**src/rtl/mem_arbiter_if.sv**
```systemverilog
// Requester ports and BRAM control pins of mem_arbiter, bundled as one bus.
// slave = the arbiter; master = the core requesters plus the BRAM read data.
interface mem_arbiter_if #(
    parameter int DEPTH  = 128,
    parameter int ADDR_W = $clog2(DEPTH)
);
    // program loader
    logic              ld_req;
    logic [31:0]       ld_addr;
    logic [31:0]       ld_wdata;
    logic              ld_ack;
    // processor data port
    logic              d_req;
    logic              d_we;
    logic [1:0]        d_size;
    logic [31:0]       d_addr;
    logic [31:0]       d_wdata;
    logic              d_ack;
    logic              d_err;
    logic [31:0]       d_rdata;
    // processor instruction fetch
    logic              if_req;
    logic [31:0]       if_addr;
    logic              if_ack;
    logic [31:0]       if_rdata;
    // BRAM pins
    logic              mem_re;
    logic [ADDR_W-1:0] mem_raddr;
    logic              mem_we;
    logic [ADDR_W-1:0] mem_waddr;
    logic [31:0]       mem_wdata;
    logic [31:0]       mem_rdata;

    modport slave (
        input  ld_req, ld_addr, ld_wdata,
        output ld_ack,
        input  d_req, d_we, d_size, d_addr, d_wdata,
        output d_ack, d_err, d_rdata,
        input  if_req, if_addr,
        output if_ack, if_rdata,
        output mem_re, mem_raddr, mem_we, mem_waddr, mem_wdata,
        input  mem_rdata
    );

    modport master (
        output ld_req, ld_addr, ld_wdata,
        input  ld_ack,
        output d_req, d_we, d_size, d_addr, d_wdata,
        input  d_ack, d_err, d_rdata,
        output if_req, if_addr,
        input  if_ack, if_rdata,
        input  mem_re, mem_raddr, mem_we, mem_waddr, mem_wdata,
        output mem_rdata
    );
endinterface

```
**src/rtl/mem_arbiter.sv**
```systemverilog
// Fixed-priority arbiter (loader > data > fetch) in front of a single
// simple-dual-port BRAM. One access in flight at a time; byte and halfword
// stores are done as an internal read-modify-write.
module mem_arbiter #(
    parameter int DEPTH  = 128,
    parameter int ADDR_W = $clog2(DEPTH)
) (
    input  logic         clock,
    input  logic         reset,
    mem_arbiter_if.slave bus
);
    typedef enum logic [1:0] {S_IDLE, S_RESP, S_RMW} state_e;
    typedef enum logic [1:0] {OWN_LD, OWN_D, OWN_IF} owner_e;

    localparam logic [1:0] SZ_HALF = 2'b01;
    localparam logic [1:0] SZ_WORD = 2'b10;
    localparam logic [1:0] SZ_BAD  = 2'b11;

    state_e            state_q, state_d;
    owner_e            owner_q, owner_d;
    logic [ADDR_W-1:0] idx_q, idx_d;          // latched word index
    logic [1:0]        lane_q, lane_d;        // latched addr[1:0] for the merge
    logic              half_q, half_d;        // RMW merges a halfword, else a byte
    logic [15:0]       rmw_data_q, rmw_data_d;
    logic              err_q, err_d;          // latched misaligned/illegal flag
    logic              rd_q, rd_d;            // access returns read data
    logic [31:0]       d_rdata_q, d_rdata_d;
    logic [31:0]       if_rdata_q, if_rdata_d;

    logic [ADDR_W-1:0] ld_idx, d_idx, if_idx;
    logic              sel_ld, sel_d, sel_if;
    logic              d_bad, d_rmw;
    logic [31:0]       rmw_word;
    logic              unused_addr_bits;

    assign ld_idx = bus.ld_addr[ADDR_W+1:2];
    assign d_idx  = bus.d_addr[ADDR_W+1:2];
    assign if_idx = bus.if_addr[ADDR_W+1:2];

    // Upper address bits wrap away; word-only ports ignore the byte offset.
    assign unused_addr_bits = ^{bus.ld_addr[31:ADDR_W+2], bus.ld_addr[1:0],
                                bus.if_addr[31:ADDR_W+2], bus.if_addr[1:0],
                                bus.d_addr[31:ADDR_W+2]};

    // Priority: the loader always wins, fetch only when nobody else asks.
    assign sel_ld = bus.ld_req;
    assign sel_d  = bus.d_req & ~bus.ld_req;
    assign sel_if = bus.if_req & ~bus.ld_req & ~bus.d_req;

    assign d_bad = (bus.d_size == SZ_BAD)
                || (bus.d_size == SZ_HALF && bus.d_addr[0])
                || (bus.d_size == SZ_WORD && bus.d_addr[1:0] != 2'b00);
    assign d_rmw = bus.d_we && !d_bad && bus.d_size != SZ_WORD;

    // State register and latched request fields, synchronously cleared.
    always_ff @(posedge clock) begin
        // NOTE: sequential state uses non-blocking assignments so every flop
        // samples the pre-edge values regardless of statement order.
        if (reset) begin
            state_q    <= S_IDLE;
            owner_q    <= OWN_LD;
            idx_q      <= '0;
            lane_q     <= '0;
            half_q     <= 1'b0;
            rmw_data_q <= '0;
            err_q      <= 1'b0;
            rd_q       <= 1'b0;
            d_rdata_q  <= '0;
            if_rdata_q <= '0;
        end else begin
            state_q    <= state_d;
            owner_q    <= owner_d;
            idx_q      <= idx_d;
            lane_q     <= lane_d;
            half_q     <= half_d;
            rmw_data_q <= rmw_data_d;
            err_q      <= err_d;
            rd_q       <= rd_d;
            d_rdata_q  <= d_rdata_d;
            if_rdata_q <= if_rdata_d;
        end
    end

    // Next state: grant and latch in IDLE, capture returned data in RESP.
    always_comb begin
        // NOTE: every comb output gets a default first so no path leaves it
        // unassigned, which would otherwise infer a latch.
        state_d    = state_q;
        owner_d    = owner_q;
        idx_d      = idx_q;
        lane_d     = lane_q;
        half_d     = half_q;
        rmw_data_d = rmw_data_q;
        err_d      = err_q;
        rd_d       = rd_q;
        d_rdata_d  = d_rdata_q;
        if_rdata_d = if_rdata_q;
        unique case (state_q)
            S_IDLE: begin
                if (sel_ld) begin
                    state_d = S_RESP;
                    owner_d = OWN_LD;
                    idx_d   = ld_idx;
                    err_d   = 1'b0;
                    rd_d    = 1'b0;
                end else if (sel_d) begin
                    state_d    = d_rmw ? S_RMW : S_RESP;
                    owner_d    = OWN_D;
                    idx_d      = d_idx;
                    lane_d     = bus.d_addr[1:0];
                    half_d     = (bus.d_size == SZ_HALF);
                    rmw_data_d = bus.d_wdata[15:0];
                    err_d      = d_bad;
                    rd_d       = !bus.d_we && !d_bad;
                end else if (sel_if) begin
                    state_d = S_RESP;
                    owner_d = OWN_IF;
                    idx_d   = if_idx;
                    err_d   = 1'b0;
                    rd_d    = 1'b1;
                end
            end
            S_RMW: state_d = S_RESP;
            S_RESP: begin
                state_d = S_IDLE;
                if (owner_q == OWN_D && rd_q) d_rdata_d = bus.mem_rdata;
                if (owner_q == OWN_D && err_q) d_rdata_d = '0;
                if (owner_q == OWN_IF) if_rdata_d = bus.mem_rdata;
            end
            default: state_d = S_IDLE;
        endcase
    end

    // Outputs: BRAM control per state, acks in RESP, everything low in reset.
    always_comb begin
        bus.mem_re    = 1'b0;
        bus.mem_we    = 1'b0;
        bus.mem_raddr = idx_q;
        bus.mem_waddr = idx_q;
        bus.mem_wdata = '0;
        bus.ld_ack    = 1'b0;
        bus.d_ack     = 1'b0;
        bus.d_err     = 1'b0;
        bus.if_ack    = 1'b0;
        bus.d_rdata   = d_rdata_q;
        bus.if_rdata  = if_rdata_q;

        rmw_word = bus.mem_rdata;
        if (half_q) begin
            if (lane_q[1]) rmw_word[31:16] = rmw_data_q;
            else           rmw_word[15:0]  = rmw_data_q;
        end else begin
            case (lane_q)
                2'd0:    rmw_word[7:0]   = rmw_data_q[7:0];
                2'd1:    rmw_word[15:8]  = rmw_data_q[7:0];
                2'd2:    rmw_word[23:16] = rmw_data_q[7:0];
                default: rmw_word[31:24] = rmw_data_q[7:0];
            endcase
        end

        unique case (state_q)
            S_IDLE: begin
                if (sel_ld) begin
                    bus.mem_we    = 1'b1;
                    bus.mem_raddr = ld_idx;
                    bus.mem_waddr = ld_idx;
                    bus.mem_wdata = bus.ld_wdata;
                end else if (sel_d) begin
                    bus.mem_raddr = d_idx;
                    bus.mem_waddr = d_idx;
                    if (!d_bad && bus.d_we && bus.d_size == SZ_WORD) begin
                        bus.mem_we    = 1'b1;
                        bus.mem_wdata = bus.d_wdata;
                    end else if (!d_bad) begin
                        bus.mem_re = 1'b1;
                    end
                end else if (sel_if) begin
                    bus.mem_re    = 1'b1;
                    bus.mem_raddr = if_idx;
                    bus.mem_waddr = if_idx;
                end
            end
            S_RMW: begin
                bus.mem_we    = 1'b1;
                bus.mem_wdata = rmw_word;
            end
            S_RESP: begin
                unique case (owner_q)
                    OWN_LD: bus.ld_ack = 1'b1;
                    OWN_D: begin
                        bus.d_ack = 1'b1;
                        bus.d_err = err_q;
                        if (rd_q)  bus.d_rdata = bus.mem_rdata;
                        if (err_q) bus.d_rdata = '0;
                    end
                    OWN_IF: begin
                        bus.if_ack   = 1'b1;
                        bus.if_rdata = bus.mem_rdata;
                    end
                    default: ;
                endcase
            end
            default: ;
        endcase

        // Reset is synchronous, so the in-flight state is still visible during
        // the reset cycle; blank the outputs so an aborted access never writes.
        if (reset) begin
            bus.mem_re    = 1'b0;
            bus.mem_we    = 1'b0;
            bus.mem_raddr = '0;
            bus.mem_waddr = '0;
            bus.mem_wdata = '0;
            bus.ld_ack    = 1'b0;
            bus.d_ack     = 1'b0;
            bus.d_err     = 1'b0;
            bus.if_ack    = 1'b0;
            bus.d_rdata   = '0;
            bus.if_rdata  = '0;
        end
    end
endmodule
```
**src/flat_wrapper.sv**
```systemverilog
// flat-port wrapper written by rule: the top's interface ports become plain ports
module mem_arbiter_flat 
#(
    parameter int DEPTH  = 128,
    parameter int ADDR_W = $clog2(DEPTH)
)
  (clock, reset, bus_ld_req, bus_ld_addr, bus_ld_wdata, bus_ld_ack, bus_d_req, bus_d_we, bus_d_size, bus_d_addr, bus_d_wdata, bus_d_ack, bus_d_err, bus_d_rdata, bus_if_req, bus_if_addr, bus_if_ack, bus_if_rdata, bus_mem_re, bus_mem_raddr, bus_mem_we, bus_mem_waddr, bus_mem_wdata, bus_mem_rdata);
  mem_arbiter_if #(.DEPTH(DEPTH), .ADDR_W(ADDR_W)) bus_i ();
  input  logic clock;
  input  logic reset;
  input wire logic [$bits(bus_i.ld_req)-1:0] bus_ld_req;
  input wire logic [$bits(bus_i.ld_addr)-1:0] bus_ld_addr;
  input wire logic [$bits(bus_i.ld_wdata)-1:0] bus_ld_wdata;
  output wire logic [$bits(bus_i.ld_ack)-1:0] bus_ld_ack;
  input wire logic [$bits(bus_i.d_req)-1:0] bus_d_req;
  input wire logic [$bits(bus_i.d_we)-1:0] bus_d_we;
  input wire logic [$bits(bus_i.d_size)-1:0] bus_d_size;
  input wire logic [$bits(bus_i.d_addr)-1:0] bus_d_addr;
  input wire logic [$bits(bus_i.d_wdata)-1:0] bus_d_wdata;
  output wire logic [$bits(bus_i.d_ack)-1:0] bus_d_ack;
  output wire logic [$bits(bus_i.d_err)-1:0] bus_d_err;
  output wire logic [$bits(bus_i.d_rdata)-1:0] bus_d_rdata;
  input wire logic [$bits(bus_i.if_req)-1:0] bus_if_req;
  input wire logic [$bits(bus_i.if_addr)-1:0] bus_if_addr;
  output wire logic [$bits(bus_i.if_ack)-1:0] bus_if_ack;
  output wire logic [$bits(bus_i.if_rdata)-1:0] bus_if_rdata;
  output wire logic [$bits(bus_i.mem_re)-1:0] bus_mem_re;
  output wire logic [$bits(bus_i.mem_raddr)-1:0] bus_mem_raddr;
  output wire logic [$bits(bus_i.mem_we)-1:0] bus_mem_we;
  output wire logic [$bits(bus_i.mem_waddr)-1:0] bus_mem_waddr;
  output wire logic [$bits(bus_i.mem_wdata)-1:0] bus_mem_wdata;
  input wire logic [$bits(bus_i.mem_rdata)-1:0] bus_mem_rdata;
  assign bus_i.ld_req = bus_ld_req;
  assign bus_i.ld_addr = bus_ld_addr;
  assign bus_i.ld_wdata = bus_ld_wdata;
  assign bus_ld_ack = bus_i.ld_ack;
  assign bus_i.d_req = bus_d_req;
  assign bus_i.d_we = bus_d_we;
  assign bus_i.d_size = bus_d_size;
  assign bus_i.d_addr = bus_d_addr;
  assign bus_i.d_wdata = bus_d_wdata;
  assign bus_d_ack = bus_i.d_ack;
  assign bus_d_err = bus_i.d_err;
  assign bus_d_rdata = bus_i.d_rdata;
  assign bus_i.if_req = bus_if_req;
  assign bus_i.if_addr = bus_if_addr;
  assign bus_if_ack = bus_i.if_ack;
  assign bus_if_rdata = bus_i.if_rdata;
  assign bus_mem_re = bus_i.mem_re;
  assign bus_mem_raddr = bus_i.mem_raddr;
  assign bus_mem_we = bus_i.mem_we;
  assign bus_mem_waddr = bus_i.mem_waddr;
  assign bus_mem_wdata = bus_i.mem_wdata;
  assign bus_i.mem_rdata = bus_mem_rdata;
  mem_arbiter #(.DEPTH(DEPTH), .ADDR_W(ADDR_W)) u_core (.clock(clock), .reset(reset), .bus(bus_i));
endmodule
```
**config.mk**
```make
export PLATFORM = sky130hd
export DESIGN_NAME = mem_arbiter_flat
export DESIGN_NICKNAME = d
export VERILOG_FILES = /design/src/rtl/mem_arbiter_if.sv /design/src/rtl/mem_arbiter.sv /design/src/flat_wrapper.sv
export SDC_FILE = /design/constraint.sdc
export NUM_CORES = 1
export LEC_CHECK = 0
export ABC_AREA = 1
export CAP_MARGIN = 20
export CELL_PAD_IN_SITES_DETAIL_PLACEMENT = 0
export CELL_PAD_IN_SITES_GLOBAL_PLACEMENT = 2
export CORE_UTILIZATION = 28
export DETAILED_ROUTE_END_ITERATION = 6
export DONT_BUFFER_PORTS = 1
export GPL_TIMING_DRIVEN = 0
export PLACE_DENSITY_LB_ADDON = 0.1
export SLEW_MARGIN = 40
export SYNTH_ARGS = -nofsm -noshare
export SYNTH_HDL_FRONTEND = slang
export SYNTH_SLANG_ARGS = --single-unit
export TNS_END_PERCENT = 100
```
**constraint.sdc**
```tcl
create_clock -name clock -period 1.6 [get_ports clock]
set_input_delay 0.32 -clock clock [delete_from_list [all_inputs] [get_ports clock]]
set_output_delay 0.32 -clock clock [all_outputs]
set_load 0.03 [all_outputs]
```
==> results of run 1 <==
## state kept, by name, indices dropped and copies added, names as in the netlist, 2 cells and up
name	count
u_core.if_rdata_q	32
u_core.d_rdata_q	32
u_core.lane_q	2
u_core.owner_q	2
u_core.idx_q	7
u_core.state_q	2
u_core.rmw_data_q	16
## cell type report
type,instances,share of cell area [%]
clock buffers,10,2.27
plain buffers,71,8.15
clock inverters,6,0.534
inverters,77,3.62
multi-input cells,668,54.4
flip-flops and latches,96,19.3
repair buffers,71,8.19
well taps,270,3.36
repair inverters,1,0.162
## synth_stat cells, types with 4 or more instances
cell type	count	area (um^2)
o211ai_1	9	67.6
buf_4	10	75.1
inv_1	68	255
clkbuf_1	33	124
a21oi_1	69	345
nor2_2	6	37.5
o22ai_1	5	31.3
a211oi_1	55	413
and3_1	8	50.1
buf_2	27	135
o21ai_1	45	225
nor2_1	85	319
dfxtp_1	96	1920
nand2_1	195	732
nand3_1	43	215
o221ai_1	4	35.0
inv_2	5	18.8
o21ai_0	116	581
nand4_1	10	62.6
## per-layer routing
| metal | vias to the layer above | share of wire [%] | global-route usage (%) |
|---|---|---|---|
| met5 | - | 0 | 0 |
| met4 | 0 | 2.1 | 6.89 |
| met3 | 25 | 6.0 | 5.71 |
| met2 | 240 | 50 | 44.7 |
| met1 | 3381 | 42 | 32.3 |
| li1 | 3249 | - | - |
## placed cells by master, fill, tap and decap left out, types with 12 or more instances in the layout
cell type and count:
a211oi_4 27, a21oi_2 13, a21oi_4 22, nand3_1 36
nand2_4 44, nor2_4 56, dfxtp_1 89, nand2_1 115
inv_1 58, a21oi_1 34, buf_8 12, buf_4 37
clkbuf_16 18, a211oi_1 27, nand2_2 29, buf_12 15
buf_6 39, o21ai_2 58, o21ai_0 24, nor2_1 30
o21ai_1 55, o21ai_4 24
## path summary, 6_finish.rpt
| path | endpoint | start | slack, ps |
|---|---|---|---|
| max | bus_d_rdata[15] | u_core.state_q[1] | -570 |
| min | u_core.state_q[1] | bus_d_we | 90 |
| max reg2reg | u_core.rmw_data_q[7] | u_core.state_q[0] | 20 |
| min reg2reg | u_core.rmw_data_q[15] | u_core.rmw_data_q[15] | 510 |
## power breakdown
group | total [mW] | internal, mW | switching, mW
clock | 2.18 | 1.08 | 1.09
combinational | 2.06 | 0.780 | 1.28
sequential | 2.53 | 2.46 | 0.0695
total | 6.77 | 4.33 | 2.44
## cell families (layout without fill, tap and decap cells)
logic type             Yosys count  count (layout)  share of synthesized area (%)
AO/OA/AOI/OAI                  308             308                           29.9
buffers and inverters          151             236                           11.2
flip-flops                      96              96                           33.1
AND/OR/NAND/NOR                359             360                           25.8
## per-stage QoR
step / util (%) / instances / hold WS [ps] / cell area [um^2]
final: 49.6 / 1270 / 85.7 / 10100
after global routing: 49.6 / 1270 / 106 / 10100
after CTS: 46.2 / 1254 / 73.6 / 9370
after detailed placement: 34.8 / 1184 / 460 / 7060
after global placement: 34.8 / 1184 / 457 / 7060
after floorplan: - / 914 / 440 / 6720
## worst register-to-register path: cells and delay by family (launching register included)
kind            cells  cell delay [ps]
flops               1              360
compound gates      2              220
simple gates        2              280
buf+inv             5              580
## timing repair
action / CTS / global route
cloned: 9 / 5
gates resized for setup: 413 / 179
endpoints found under the setup margin: 180 / 149
pin swaps: 99 / 93
buffers inserted: 45 / 18
hold buffers: 0 / 0
==> impl_results.md, run 1 <==
* Hold depth at 2
* Initial antenna violation count at 0
* CP Class: reg2out
* Clock Path Buffers at 2
* Crit share post-route at 135%
* Setup Viol. Count Final at 116
* PortBufs at 0
* Ys flop type: dfxtp_1
* Violated checks: negative setup slack
* H-tree depth at 3
* Slew HR at 57.8%
* Syn Nets at 1114
* Final min period at 2170 ps
* Root buffer cell: clkbuf_16
* CP cell instances: nor2_4 -> nand3_4 -> buf_6 -> a211oi_4
* Clock Latency Late Sink at 360 ps
* Req. time, crit path at 1280 ps
* Total global routing overflow at 0
* Distinct cells, synth at 32
* Worst Clk Skew at 7.58 ps
* Worst Setup Start Kind: flip-flop
* Routability cong. at 0.860
* CTS tree: done
* TNS Setup at -53060 ps
* Die area at 21300 um^2
* Cell Area, Synth at 5800 um^2
* Post-synth EDFFs at 0
* Share of cells above drive strength 1 at 48.4%
* CTS buffer count at 9
* Synthesized area per cell at 6.34 um^2
* WP depth at 4
* Pre-CTS setup slack at -604 ps
* First-pass GRT wire length at 41800 um
* Max_cap viols at 0
* Storage cell area at 1940 um^2
* Max stage delay on crit path at 440 ps
* Post-Route WL at 28300 um
* Drt wl/cell at 22.3 um
* IO Count at 316
* RSZ-0062 raised after global routing: yes
* Final worst slack at -567 ps
* Buf/Inv on CP at 1
* Area of the multi-input gates at 5480 um^2
* Antenna Cells at 0
* Async SR Flop Fraction at 0%
* Routed Antenna Nets at 0
* Largest net degree at the start of global routing at 18
* Slowest cell on the critical path: a211oi_4
* Vias/cell at 5.43
* R2r worst-path depth at 9
* Chip Height at 146 um
* Residual DRC at 0
* Worst Max-Slew Pin Slew at 633 ps
* CP max FO at 10
* Iter 0 DRT Violations at 368
* Dpl hpwl at 21000 um
* Total power at 6.77 mW
* Routed via count at 6895
* Clk slew on worst S/H paths at 70 ps
* Cell area power density at 673 nW/um^2
* Worst EP arrival at 1850 ps
* Syn-to-layout area delta at 73.6%
* CP endpoint kind: primary output
* Clock sink count at 96
* Slew Viols, Final at 0
* Status: complete, but fails checks
* Syn. warnings at 0
* Hold Crit Class: in2reg
* Post-synthesis cell count at 914
* Sequential area share after synthesis at 33.1%
* Fmax achieved at 0.461 GHz
* Die X at 146 um
* Initial Util at 28.6%
* DRT Pass-1 Iters at 4
* Max rail drop VDD at 0.419 mV
* Fill cells at 2009
* Final Hold Fails at 0
* FF+latch count, synth at 96
* CP top delay family: compound AO/OA/AOI/OAI gates
* Post-layout nets at 1195
* Std cell rows at 52
* Vias in the first global route at 6838
* LEAKAGE at 3.68 nW
* GRT Resource Usage Total at 25.9%
* Placeable Area at 20300 um^2
Note: power is estimated with default switching activity, not from simulation.
==> run 2: changes to the inputs <==
--- a/config.mk
+++ b/config.mk
@@ -14,7 +14,8 @@
 export DONT_BUFFER_PORTS = 1
 export GPL_TIMING_DRIVEN = 0
 export PLACE_DENSITY_LB_ADDON = 0.1
-export SLEW_MARGIN = 40
+export SETUP_SLACK_MARGIN = 0.15
+export SLEW_MARGIN = 20
 export SYNTH_ARGS = -nofsm -noshare
 export SYNTH_HDL_FRONTEND = slang
 export SYNTH_SLANG_ARGS = --single-unit
==> run 2 against run 1 <==
- wire length rose by 9.6%
- the run still ends with negative setup slack left
- critical endpoint is now bus_d_rdata[18]
- core utilization rose by 6.5 points
- largest power group unchanged
- first-iteration DRC count rose by 29%
- power rose by 2.8%
- fmax fell by 1.5%
==> impl_results.md, run 2 (synthesis gave the netlist of run 1 again) <==
* Fill cells at 1839
* Slew HR at 39.3%
* Vias/cell at 5.50
* CP endpoint kind: primary output
* Post-Route WL at 31000 um
* RSZ-0062 raised after global routing: yes
* Clock Path Buffers at 2
* P_sw at 2.52 mW
* IO Count at 316
* Worst Setup Start Kind: flip-flop
* Share of power burned in registers at 36.4%
* Largest net degree at the start of global routing at 17
* LEAKAGE at 4.17 nW
* Commonest non-fill, non-tap cell in the layout: nand2_1
* Most frequent cells in the layout: nand2_1 (115), dfxtp_1 (89), inv_1 (59)
* Pre-CTS setup slack at -355 ps
* Total power at 6.96 mW
* Worst Max-Slew Pin Slew at 910 ps
* TNS Setup at -57280 ps
* Iter 0 DRT Violations at 476
* Placeable Area at 20300 um^2
* Hold Crit Class: in2reg
* Clock share of power at 30.9%
* Chip Height at 146 um
* Total global routing overflow at 0
* Antenna Cells at 0
* H-tree depth at 3
* Slew Viols, Final at 0
* PortBufs at 0
* Fmax achieved at 0.454 GHz
* Final worst slack at -600 ps
* Cell Int Power at 4.44 mW
* Final Hold Fails at 0
* First-pass GRT wire length at 45600 um
* Combinational share of power at 32.8%
* Max_cap viols at 0
* Initial antenna violation count at 0
* CP Class: reg2out
* Violated checks: negative setup slack
* Cell area power density at 612 nW/um^2
* Switching power share of the total at 36.2%
* Std cell rows at 52
* Drt wl/cell at 23.8 um
* Clock sink count at 96
* Share of cells above drive strength 1 at 56.2%
* Vias in the first global route at 7392
* CP max FO at 5
* Worst Clk Skew at 10.1 ps
* Setup Viol. Count Final at 141
* Final min period at 2200 ps
* Routability cong. at 0.869
* Dpl hpwl at 21400 um
* Die X at 146 um
* CTS tree: done
* GRT Resource Usage Total at 28.5%
* Initial Util at 28.6%
* Clk slew on worst S/H paths at 80 ps
* Routed via count at 7181
* Die area at 21300 um^2
* DRT Pass-1 Iters at 5
* Root buffer cell: clkbuf_16
* CTS buffer count at 9
* Clock Latency Late Sink at 370 ps
* Routed Antenna Nets at 0
* Crit share post-route at 138%
* Worst EP arrival at 1880 ps
* Req. time, crit path at 1280 ps
* Top flop regs: u_core.d_rdata_q (32), u_core.if_rdata_q (32), u_core.rmw_data_q (16)
* Syn-to-layout area delta at 96.2%
* Post-layout nets at 1231
* Residual DRC at 0
* Max rail drop VDD at 0.477 mV
* Status: complete, but fails checks
run 2: stage by stage:
stage	instance area (um^2)	hold WS (ps)	instances	utilization (%)
2_1_floorplan	7210	440	914	-
3_3_place_gp	7550	455	1184	37.2
3_5_place_dp	7550	451	1184	37.2
4_1_cts	10300	76.6	1286	51.0
5_1_grt	11400	90.3	1305	56.1
6_report	11400	87.5	1305	56.1
run 2: final cells by class:
cell class	instances	area [um^2]	area share, %
Buffer	72	993	8.73
Sequential cell	96	1940	17.1
Timing Repair Buffer	105	1370	12.1
Multi-Input combinational cell	668	6080	53.4
Tap cell	270	338	2.97
Inverter	77	362	3.18
Clock inverter	5	40.0	0.352
Timing Repair inverter	2	25.0	0.220
Clock buffer	10	229	2.01
run 2: repair_timing:
item | CTS | global route
pin swaps | 121 | 120
hold buffers | 0 | 0
cloned | 20 | 4
gates resized for setup | 419 | 186
endpoints found under the setup margin | 190 | 206
buffers inserted | 69 | 15
run 2: worst max-delay path: stages (launching register included):
cell and delay [ps]:
dfxtp_2 360, inv_2 60, nor2_4 160, buf_6 140, nand3_4 170, buf_12 210
a211oi_4 420
run 2: routing by layer:
| metal | vias up | track usage, % | part of all wire [%] |
|---|---|---|---|
| met2 | 260 | 47.9 | 49 |
| li1 | 3326 | - | - |
| met1 | 3556 | 35.2 | 42 |
| met5 | - | 0 | 0 |
| met4 | 0 | 8.26 | 2.2 |
| met3 | 39 | 7.99 | 6.9 |
run 2: power groups by stage:
stage	Clock (mW)	Combinational, mW	Sequential, mW
6_report	2.15	2.28	2.53
5_1_grt	2.26	2.42	2.54
4_1_cts	2.17	2.02	2.53
3_5_place_dp	0	1.41	2.57
3_3_place_gp	0	1.39	2.57
2_1_floorplan	0	1.14	2.55
run 2: worst paths after layout:
check                        start               endpoint  slack, ps  cells after the start
max              u_core.owner_q[0]        bus_d_rdata[18]       -600                      6
min                       bus_d_we      u_core.state_q[1]         90                      2
max reg2reg      u_core.owner_q[0]   u_core.d_rdata_q[12]       -110                      9
min reg2reg  u_core.rmw_data_q[14]  u_core.rmw_data_q[14]        510                      2
